**config.mk**
```make
export PLATFORM = sky130hd
export DESIGN_NAME = present_ctrl
export DESIGN_NICKNAME = d
export VERILOG_FILES = /design/src/rtl/present_pkg.sv /design/src/rtl/present_ctrl.sv
export SDC_FILE = /design/constraint.sdc
export NUM_CORES = 1
export LEC_CHECK = 0
export ABC_AREA = 0
export BUFFER_PORTS_ARGS = -buffer_cell sky130_fd_sc_hd__buf_2
export CAP_MARGIN = 20
export CORE_AREA = 5 5 202 204
export DETAILED_ROUTE_END_ITERATION = 12
export DIE_AREA = 0 0 207 209
export PLACE_DENSITY_LB_ADDON = 0.2
export SLEW_MARGIN = 30
export SYNTH_ARGS = -nofsm -noshare
export SYNTH_HDL_FRONTEND = slang
export SYNTH_SLANG_ARGS = --single-unit
```
**constraint.sdc**
```tcl
create_clock -name clk -period 1.77 [get_ports clk]
set_clock_uncertainty 0.15 [all_clocks]
set_input_delay 0.2655 -clock clk [delete_from_list [all_inputs] [get_ports clk]]
set_output_delay 0.2655 -clock clk [all_outputs]
set_load 0.005 [all_outputs]
```
**src/rtl/present_pkg.sv**
```systemverilog
// Shared constants and types for the PRESENT-128 iterative core.
package present_pkg;

  // Full PRESENT round count before the final key whitening.
  localparam int unsigned NROUNDS          = 31;
  // Rounds the datapath folds into one clock cycle.
  localparam int unsigned ROUNDS_PER_CYCLE = 1;
  // Datapath update cycles needed for one block.
  localparam int unsigned ROUND_CYCLES     = NROUNDS / ROUNDS_PER_CYCLE;

  // Controller sequencing states.
  typedef enum logic [1:0] {
    StIdle    = 2'd0,
    StRun     = 2'd1,
    StCapture = 2'd2,
    StDone    = 2'd3
  } ctrl_state_t;

endpackage

```
**src/rtl/present_ctrl.sv**
```systemverilog
// Sequencing controller for the PRESENT-128 iterative datapath: accepts one
// plaintext/key pair, steps the datapath through every round, captures the
// ciphertext and hands it out over a valid/ready port.
module present_ctrl
  import present_pkg::*;
#(
  parameter int unsigned ROUND_CYCLES = present_pkg::ROUND_CYCLES
) (
  input  logic          clk,
  input  logic          rst,
  input  logic          in_valid,
  output logic          in_ready,
  input  logic [63:0]   plaintext,
  input  logic [127:0]  key,
  output logic          out_valid,
  input  logic          out_ready,
  output logic [63:0]   ciphertext,
  output logic          busy,
  output logic          dp_ld,
  output logic [63:0]   dp_plaintext,
  output logic [127:0]  dp_key,
  output logic [4:0]    dp_round,
  input  logic [63:0]   dp_ciphertext
);

  // The datapath is built for single-round-per-cycle operation only.
  if (ROUND_CYCLES != 31) begin : g_bad_round_cycles
    $error("present_ctrl: only ROUND_CYCLES = 31 is supported");
  end

  localparam logic [4:0] LastRound = 5'(ROUND_CYCLES);

  ctrl_state_t state_q, state_d;
  logic [4:0]  cnt_q, cnt_d;
  logic [63:0] ct_q, ct_d;

  // Next-state logic: accept, count rounds, capture, wait for the consumer.
  always_comb begin
    state_d = state_q;
    cnt_d   = cnt_q;
    ct_d    = ct_q;
    unique case (state_q)
      StIdle: begin
        if (in_valid) begin
          state_d = StRun;
          cnt_d   = 5'd1;
        end
      end
      StRun: begin
        // Counter saturates at the last round instead of wrapping.
        if (cnt_q == LastRound) begin
          state_d = StCapture;
        end else begin
          cnt_d = cnt_q + 5'd1;
        end
      end
      StCapture: begin
        ct_d    = dp_ciphertext;
        state_d = StDone;
      end
      StDone: begin
        if (out_ready) begin
          state_d = StIdle;
        end
      end
    endcase
  end

  // State, round counter and result register with synchronous reset.
  always_ff @(posedge clk) begin
    if (rst) begin
      state_q <= StIdle;
      cnt_q   <= 5'd0;
      ct_q    <= 64'd0;
    end else begin
      state_q <= state_d;
      cnt_q   <= cnt_d;
      ct_q    <= ct_d;
    end
  end

  // Handshake and datapath control decoded from the current state.
  always_comb begin
    // Suppress acceptance while reset is held so no load escapes a reset cycle.
    in_ready     = (state_q == StIdle) && !rst;
    dp_ld        = in_ready && in_valid;
    dp_round     = (state_q == StRun) ? cnt_q : 5'd0;
    out_valid    = (state_q == StDone);
    busy         = (state_q == StRun) || (state_q == StCapture);
    ciphertext   = ct_q;
    dp_plaintext = plaintext;
    dp_key       = key;
  end

endmodule

```
==> results.txt, run 1 <==
Clk buf depth - 2
Critical path peak fanout - 5
Max frequency - 0.582 GHz
Number of core rows - 73
Non-filler cells, final - 1,010
TritonCTS clock tree - built
TNS Setup - 0 ns
Core area - 39,100 um^2
Hold_ws - 0.124 ns
Gpl congestion - 0.688
Crit path time final - 1.72 ns
Hold crit path type - input port to flip-flop
Slew @ Worst Pin - 0.502 ns
Netlist cell types - 26
Area grow syn2layout - 24.1%
Mapped Cells - 460
Nets - 747
Place WS - 0.0148 ns
DP HPWL - 12,400 um
GR Util All Layers - 7.10%
Slew margin rel. - 66.5%
Crit share post-route - 97.1%
Placed Instances - 928
Clock Tree Root - clkbuf_16
Required time worst endpoint - 1.91 ns
DRT Pass-1 Iters - 4
Initial core utilization - 10.8%
Vias post-DR - 2,913
Die Area - 43,300 um^2
Critical path endpoint category - flip-flop
DIE HEIGHT - 209 um
Max-slew violations - 0
Worst setup path class - flip-flop to flip-flop
# fillers - 4,525
Max-Cap Viols - 0
Final WS setup - 0.0507 ns
Number of diodes - 0
Remaining antenna violation count - 0
Finished Core Util - 13.4%
Sequential fraction of the synthesis area - 33.8%
Wire per inst - 15.6 um
Layout cells sized above 1 - 37.5%
RSZ-0062 raised after global routing - yes
Syn nets - 727
Total wire length - 15,700 um
Initial antenna violation count - 0
Die Wd - 207 um
First-pass GRT wire length - 21,800 um
YS warnings - 0
Sinks on Clock Net - 71
Flops & latches, synth - 71
Vias in the first global route - 3,026
Drt via density - 2.88
IO Port Bufs - 140
Pwr/cell area - 1240 nW/um^2
GR Overflow Total - 0
Clk Latency, worst-skew pair - 0.36 ns
Final Hold Viols - 0
Synthesized cell area - 4210 um^2
Status - completed
Finish-stage setup viols - 0
Worst EP arrival - 1.86 ns
H-tree depth - 3
Pin count of the biggest net entering global routing - 41
Worst-path clk slew - 0.07 ns
IR drop worst, VDD - 0.445 mV
Setup crit start kind - flip-flop
TritonCTS buffer count - 9
Starting DRT DRC Count - 99
Synthesized area per cell - 9.15 um^2
Lkg Pwr - 0.00214 uW
Number of I/O pins - 525
Drt drc - 0
-- Yosys cell counts --
cell type / instances / area share (%)
a2111o_1: 1 / 0.27
a211oi_1: 1 / 0.18
a21oi_1: 5 / 0.59
a31o_1: 1 / 0.21
a31oi_1: 1 / 0.15
and2_1: 7 / 1.0
and3_1: 1 / 0.15
and4_1: 1 / 0.21
buf_2: 3 / 0.36
buf_4: 198 / 35
clkbuf_1: 7 / 0.62
dfxtp_1: 71 / 34
ha_1: 7 / 2.1
inv_1: 4 / 0.36
mux2i_1: 65 / 15
nand2b_1: 5 / 0.74
nand3_1: 1 / 0.12
nand3b_1: 2 / 0.36
nand4_1: 4 / 0.59
nor2_1: 66 / 5.9
nor2b_1: 3 / 0.45
nor3_1: 1 / 0.12
o211a_1: 1 / 0.24
o31ai_1: 2 / 0.36
o41ai_1: 1 / 0.21
or3b_1: 1 / 0.21
-- metrics by stage --
| stage | instance area [um^2] | total power, uW |
|---|---|---|
| floorplan | 4220 | 3740 |
| global placement | 4180 | 4260 |
| detailed placement | 4180 | 4230 |
| CTS | 5220 | 6750 |
| global route | 5230 | 7030 |
| finish | 5230 | 6500 |
-- cells in the final DEF (no fill, tap or decap), drive strengths merged --
cell type	instances
a2111o	1
a211oi	1
a21oi	5
a31o	1
a31oi	1
and2	7
and3	1
and4	1
buf	153
bufinv	2
clkbuf	9
clkinv	1
clkinvlp	2
dfxtp	71
dlygate4sd3	64
ha	7
inv	6
mux2i	65
nand2b	5
nand3	1
nand3b	2
nand4	4
nor2	66
nor2b	3
nor3	1
o211a	1
o31ai	2
o41ai	1
or3b	1
-- per-layer routing --
layer / wire length, um / share of wire (%) / global-route usage, % / vias to the layer above
met5: 0 / 0 / 0.667 / -
met2: 7770 / 49 / 11.8 / 249
met3: 2330 / 15 / 5.25 / 92
met4: 977 / 6.2 / 5.11 / 0
li1: - / - / - / 1329
met1: 4680 / 30 / 5.79 / 1243
-- cells by family after synthesis --
family	share of synthesized area (%)
flops	33.8
mux	15.5
simple gates	9.87
fa+ha+maj	2.08
buf+inv	36.6
compound gates	2.20
-- cell type report --
class / count / area (um^2) / share of cell area [%]
well taps: 525 / 657 / 12.6
inverters: 4 / 20.0 / 0.383
repair buffers: 217 / 1480 / 28.3
clock inverters: 7 / 104 / 1.99
flip-flops and latches: 71 / 1430 / 27.3
multi-input cells: 177 / 1320 / 25.2
clock buffers: 9 / 225 / 4.31
-- worst paths after layout --
| check | endpoint | slack (ns) | startpoint | depth (start not counted) |
|---|---|---|---|---|
| max | state_q[1] | 0.05 | cnt_q[0] | 7 |
| min | ciphertext[14] | 0.12 | rst | 2 |
| max reg2reg | state_q[1] | 0.05 | cnt_q[0] | 7 |
| min reg2reg | ciphertext[0] | 0.34 | ciphertext[0] | 2 |
-- repair_timing --
item	4_1_cts	5_1_grt
hold buffers	64	0
gates resized for setup	15	4
hold endpoints to repair	64	0
endpoints found under the setup margin	6	11
buffers inserted	3	0
pin swaps	2	3
-- sequential cells by signal (all words and copies together), names as in the netlist --
signal	flops
ciphertext	64
cnt_q	5
state_q	2
-- worst max-delay path, cell delays in order, from the launching register on --
cell and delay (ns):
dfxtp_1 0.31, ha_1 0.20, and3_1 0.18, ha_2 0.18
nand2b_4 0.15, buf_4 0.15, a31o_1 0.20, a21oi_1 0.11
-- where the power goes --
part           switching, uW  internal (uW)
combinational           1110           1180
sequential               169           1930
clock                    854           1250
total                   2140           4370
Power figures use the tool's default switching activity.
==> inputs of run 2 (changes only) <==
--- a/config.mk
+++ b/config.mk
@@ -7,5 +7,5 @@
 export LEC_CHECK = 0
 export ABC_AREA = 0
-export BUFFER_PORTS_ARGS = -buffer_cell sky130_fd_sc_hd__buf_2
+export BUFFER_PORTS_ARGS = -buffer_cell sky130_fd_sc_hd__buf_4
 export CAP_MARGIN = 20
 export CORE_AREA = 5 5 202 204
--- a/constraint.sdc
+++ b/constraint.sdc
@@ -3,3 +3,3 @@
 set_input_delay 0.2655 -clock clk [delete_from_list [all_inputs] [get_ports clk]]
 set_output_delay 0.2655 -clock clk [all_outputs]
-set_load 0.005 [all_outputs]
+set_load 0.01 [all_outputs]
==> run 2 against run 1 <==
Compared with the run above:
- setup slack improved by 0.0074 ns
- non-clock buffer count rose by 5
- final area rose by 7.3%
- hold slack improved by 0.0034 ns
- clock power barely moved
- largest cell class unchanged
- largest power group unchanged
==> results.txt, run 2 (synthesized netlist as in run 1, its figures left out) <==
Status - completed
WL met2 - 8260 um (+6.3%)
Wire per inst - 16.2 um (+4.0%)
Core area - 39,100 um^2 (unchanged)
Finish-stage setup viols - 0 (unchanged)
Max reg flops - 64 (unchanged)
Remaining antenna violation count - 0 (unchanged)
Non-filler cells, final - 1,015 (+0.50%)
Slew margin rel. - 73.6% (+7.1 points)
Final Hold Viols - 0 (unchanged)
Flop2flop setup slack - 0.07 ns (+0.02 ns)
TritonCTS buffer count - 9 (unchanged)
First-pass GRT wire length - 22,800 um (+4.7%)
Hold path endpoint - cnt_q[2]
Hold crit path type - input port to flip-flop
R2r worst-path depth - 7 (unchanged)
Commonest cells after routing, fill and taps aside - buf_4, dfxtp_1, nor2_1, mux2i_1, dlygate4sd3_1
CP cell instances - inv_4, ha_4, nor2b_4, and2_4, buf_6
Max-Cap Viols - 0 (unchanged)
Number of diodes - 0 (unchanged)
TritonCTS clock tree - built
Nets - 752 (+0.67%)
Number of core rows - 73 (unchanged)
Commonest non-fill, non-tap cell in the layout - buf_4
Initial core utilization - 10.8% (unchanged)
DP HPWL - 12,900 um (+4.1%)
Total wire length - 16,500 um (+4.5%)
Gpl congestion - 0.671 (-2.4%)
Critical R2R Capture - state_q[1]
Worst EP arrival - 1.30 ns (-0.56 ns)
Layout cells sized above 1 - 38.0% (+0.43 points)
Crit path depth - 5 (-2)
Vias in the first global route - 3,097 (+2.3%)
Sinks on Clock Net - 71 (unchanged)
DRT Pass-1 Iters - 4 (unchanged)
Delay-heaviest family, CP - flip-flops
Lkg Pwr - 0.00222 uW (+3.7%)
Top sig layer - met5
Die Wd - 207 um (unchanged)
Clk Latency, worst-skew pair - 0.37 ns (about the same)
Critical path endpoint category - output port
Critical path peak fanout - 3 (-2)
Max-slew violations - 0 (unchanged)
Initial antenna violation count - 0 (unchanged)
Die Area - 43,300 um^2 (unchanged)
Met3 WL post-DR - 2540 um (+9.1%)
Pin count of the biggest net entering global routing - 40 (-2.4%)
IR drop worst, VDD - 0.503 mV (+13%)
Worst-path clk slew - 0.06 ns (about the same)
Setup crit start kind - flip-flop
Clock Tree Root - clkbuf_16
Crit share post-route - 96.7% (-0.42 points)
Crit-path slowest cell - dfxtp_4
Pwr/cell area - 1240 nW/um^2 (-0.55%)
Drt via density - 2.90 (+0.40%)
Slew @ Worst Pin - 0.395 ns (-0.107 ns)
Drt drc - 0 (unchanged)
DIE HEIGHT - 209 um (unchanged)
Hold Startpoint - in_valid
Vias post-DR - 2,939 (+0.89%)
Area grow syn2layout - 33.1%
Starting DRT DRC Count - 54 (-45%)
TNS Setup - 0 ns (unchanged)
Clk buf depth - 2 (unchanged)
IO Port Bufs - 140 (unchanged)
Hold Crit Depth - 4 (+2)
Placed Instances - 933 (+0.54%)
Required time worst endpoint - 1.35 ns (-0.56 ns)
Worst setup path class - flip-flop to output port
H-tree depth - 3 (unchanged)
GR Util All Layers - 7.50% (+0.40 points)
RSZ-0062 raised after global routing - yes
Slowest Stage Delay on Critical Path - 0.38 ns (+0.07 ns)
Worst Path Buf+Inv - 2 (+1)
Crit path time final - 1.71 ns (-0.00739 ns)
Number of I/O pins - 525 (unchanged)
Met1 wire length - 4560 um (-2.5%)
Worst reg2reg path startpoint - cnt_q[0]
GR Overflow Total - 0 (unchanged)
Max frequency - 0.584 GHz (+0.43%)
[run 2: cell count changes in the layout (fill, tap and decap cells not counted), sizes merged]
cell / delta
clkbuf: +2
clkinv: +1
buf: +5
clkinvlp: -1
inv: -2
[run 2: what timing repair did]
action / CTS / global route
pin swaps: 2 / 0
hold endpoints to repair: 64 / 0
hold buffers: 64 / 0
setup endpoints to repair: 8 / 7
gates resized for setup: 15 / 3
buffers inserted: 3 / 0
[run 2: area by class of cell]
type | instances | area, um^2
fillers | 4518 | 33500
repair buffers | 222 | 1870
flip-flops and latches | 71 | 1430
multi-input cells | 177 | 1310
well taps | 525 | 657
clock buffers | 11 | 243
clock inverters | 5 | 81.3
inverters | 4 | 20.0
[run 2: tightest hold or removal path: cells and delay by family]
family	cells	cell delay, ns
buf+inv	1	0.10
compound gates	1	0.04
simple gates	2	0.19
[run 2: worst max-delay path by stage]
stage | end | from
3_5_place_dp | cnt_q[3] | cnt_q[0]
5_1_grt | dp_ld | state_q[0]
2_1_floorplan | cnt_q[2] | cnt_q[0]
4_1_cts | cnt_q[3] | cnt_q[0]
6_report | dp_ld | state_q[0]
3_3_place_gp | cnt_q[2] | cnt_q[0]
[run 2: report_power, final]
part	internal [uW]	switching, uW
sequential	1930	185
combinational	1470	1270
clock	1270	806
[run 2: metrics by stage]
stage               hold WS (ns)  area [um^2]  utilization, %  power (uW)  worst slack [ns]
floorplan                  0.263         4220               -        3960            0.0407
global placement           0.328         4570            11.7        4720           0.00638
detailed placement         0.331         4570            11.7        4690           0.00850
CTS                       0.0802         5600            14.3        7190           0.00589
global route               0.155         5610            14.3        7490           -0.0132
finish                     0.128         5610            14.3        6940            0.0581
[run 2: metal layers]
metal	vias up	global-route usage [%]
met2	243	12.6
met1	1261	5.64
li1	1334	-
met4	2	6.04
met3	99	5.70
met5	-	0.667
==> inputs of run 3 (changes only) <==
- ABC_AREA: 0 -> 1
- CORE_AREA: 5 5 202 204 -> 5 5 199 201
- DIE_AREA: 0 0 207 209 -> 0 0 204 206
==> run 3 against run 2 <==
Compared with the run above:
- clock power barely moved
- global-route usage rose by 0.91 points
- sequential power rose by 17%
- combinational power increased by 24%
- register-to-register slack gained 0.10 ns
- final area down 0.45%
- clock-buffer cell count is the same
- largest cell class unchanged
==> results.txt, run 3 <==
Final WS setup - 0.0802 ns (+0.0221 ns)
Finish-stage setup viols - 0 (unchanged)
RSZ-0062 raised after global routing - no
Required time worst endpoint - 1.35 ns (about the same)
Remaining antenna violation count - 0 (unchanged)
Worst reg2reg path startpoint - cnt_q[0]
Core area - 37,400 um^2 (-4.3%)
YS warnings - 0 (unchanged)
Top cell type's share of synthesized area - 34.4% (-0.94 points)
CP cell instances - dlygate4sd3_1, buf_4, nor3_2, buf_4
DP HPWL - 14,400 um (+11%)
Status - completed
Gpl congestion - 0.659 (-1.8%)
Synth top area cells - buf_4, dfxtp_1, nor2_1
Area grow syn2layout - 29.0%
Max-slew violations - 0 (unchanged)
Top cells by count, synth - buf_4, nor2_1, dfxtp_1, o21ai_0, nand2_1
Synthesized area per cell - 7.74 um^2 (-15%)
Sinks on Clock Net - 71 (unchanged)
Lkg Pwr - 0.00249 uW (+12%)
Starting DRT DRC Count - 79 (+46%)
Slew margin rel. - 74.1% (+0.53 points)
Number of I/O pins - 525 (unchanged)
Cell with the most instances after synthesis - buf_4
Worst EP arrival - 1.27 ns (-0.03 ns)
Critical path endpoint category - output port
Crit path time final - 1.69 ns (-0.0221 ns)
Hold crit path type - input port to flip-flop
IO Port Bufs - 140 (unchanged)
Place WS - 0.0621 ns (+0.0536 ns)
Clk Latency, worst-skew pair - 0.35 ns (-0.02 ns)
Pin count of the biggest net entering global routing - 62 (+55%)
Max frequency - 0.592 GHz (+1.3%)
Max reg flops - 64 (unchanged)
GR met2 Demand/Resource - 13.2% (+0.63 points)
DRT Pass-1 Iters - 4 (unchanged)
Worst Path Buf+Inv - 3 (+1)
Drt drc - 0 (unchanged)
First-pass GRT wire length - 25,300 um (+11%)
Wire per inst - 17.1 um (+5.3%)
Crit share post-route - 95.5% (-1.3 points)
Placed Instances - 1,006 (+7.8%)
DIE HEIGHT - 206 um (-1.4%)
Critical path peak fanout - 7 (+4)
GR Util All Layers - 8.41% (+0.91 points)
Synthesized cell area - 4330 um^2 (+2.7%)
Final Power - 7920 uW (+14%)
Commonest cells after routing, fill and taps aside - buf_4, nor2_1, dfxtp_1, dlygate4sd3_1, o21ai_0
Initial core utilization - 11.6% (+0.80 points)
Finished Core Util - 14.9% (+0.58 points)
Final Hold Viols - 0 (unchanged)
Most frequent CP cell - buf_4
Initial antenna violation count - 0 (unchanged)
Layout cells sized above 1 - 37.0% (-0.98 points)
Syn nets - 826 (+14%)
Number of core rows - 71 (-2.7%)
Max-Cap Viols - 0 (unchanged)
Mapped Cells - 559 (+22%)
Flops & latches, synth - 71 (unchanged)
Netlist cell types - 20 (-23%)
GR Overflow Total - 0 (unchanged)
Post-synth EDFFs - 0 (unchanged)
Setup crit start kind - input port
GRT Max-Usage Layer - met2
Met3 Use GR - 8.28% (+2.6 points)
Non-filler cells, final - 1,087 (+7.1%)
Hold Startpoint - out_ready
Die Area - 42,000 um^2 (-2.9%)
TNS Setup - 0 ns (unchanged)
Pwr/cell area - 1420 nW/um^2 (+15%)
Vias post-DR - 3,296 (+12%)
Number of diodes - 0 (unchanged)
Worst setup path class - input port to output port
Commonest non-fill, non-tap cell in the layout - buf_4
Worst-path clk slew - 0.06 ns (about the same)
Total wire length - 18,600 um (+13%)
Slew @ Worst Pin - 0.388 ns (-0.00709 ns)
Clk buf depth - 2 (unchanged)
Sequential fraction of the synthesis area - 32.9% (-0.90 points)
H-tree depth - 3 (unchanged)
Die Wd - 204 um (-1.4%)
Ys async rst share - 0% (unchanged)
Delay-heaviest family, CP - buffers and inverters
Met1 Use GR - 6.64% (+1.0 points)
Crit-path slowest cell - dlygate4sd3_1
Vias in the first global route - 3,557 (+15%)
Cell taking the most area after synthesis - buf_4
Slowest Stage Delay on Critical Path - 0.53 ns (+0.15 ns)
Critical path startpoint - rst
Drt via density - 3.03 (+4.7%)
IR drop worst, VDD - 0.488 mV (-2.9%)
TritonCTS clock tree - built
Nets - 840 (+12%)
Clock Tree Root - clkbuf_16
Post-synth top flop - dfxtp_1
TritonCTS buffer count - 9 (unchanged)
[run 3: cell count changes after synthesis, moves of 5 or more]
cell / before / now
buf_6: 0 / 7
nor2_1: 66 / 138
o21ai_0: 0 / 37
and2_1: 7 / 0
nand2b_1: 5 / 0
o21ai_2: 0 / 28
nand2_1: 0 / 32
mux2i_1: 65 / 0
inv_1: 4 / 19
clkbuf_1: 7 / 2
[run 3: cells by family after synthesis]
| group | count (synthesis) | share of synthesized area [%] |
|---|---|---|
| buffers and inverters | 235 | 39.0 |
| AND/OR/NAND/NOR | 178 | 15.8 |
| flip-flops | 71 | 32.9 |
| AO/OA/AOI/OAI | 68 | 10.3 |
| adder cells (fa/ha/maj) | 7 | 2.02 |
[run 3: timing repair]
item,in CTS,in global routing
hold buffers,65,0
endpoints found under the hold margin,68,0
setup buffers,2,0
resized for setup,9,10
setup endpoints to repair,8,9
gates cloned,0,0
[run 3: final cells by class]
class	count	area [um^2]
clock buffer	11	243
clock inverter	3	68.8
fill	4310	31800
inverter	22	90.1
multi-input combinational	253	1280
sequential	71	1430
tap	511	639
timing repair buffer	216	1830
[run 3: power by group]
group          internal (uW)  leakage [uW]  total, uW  switching [uW]
combinational           1560       0.00175       3390            1830
clock                   1260      0.000152       2050             790
sequential              2140      0.000584       2480             337
total                   4960       0.00249       7920            2960
[run 3: worst reg2reg max path, stage by stage (launching register included)]
cell and delay (ns):
dfxtp_2 0.36, ha_1 0.17, nand2_1 0.08, nor2_2 0.10
ha_1 0.17, inv_1 0.05, nand2_2 0.07, nand2_1 0.09
nand2_2 0.11, nand2_1 0.06, nand2_1 0.06, nor2_1 0.03
[run 3: routing by layer]
| metal | vias up | part of all wire [%] |
|---|---|---|
| met3 | 86 | 21 |
| met5 | - | 0 |
| li1 | 1561 | - |
| met4 | 0 | 5.6 |
| met1 | 1391 | 28 |
| met2 | 258 | 45 |
[run 3: per-stage QoR]
stage,hold slack [ns],instance area [um^2]
2_1_floorplan,0.185,4330
3_3_place_gp,0.326,4540
3_5_place_dp,0.328,4540
4_1_cts,0.205,5550
5_1_grt,0.265,5580
6_report,0.252,5580
[run 3: worst paths after layout]
path / endpoint / slack, ns / cells past startpoint
hold reg to reg: ciphertext[41] / 0.34 / 2
hold / removal: state_q[0] / 0.25 / 6
setup reg to reg: cnt_q[4] / 0.17 / 11
setup / recovery: dp_ld / 0.08 / 4
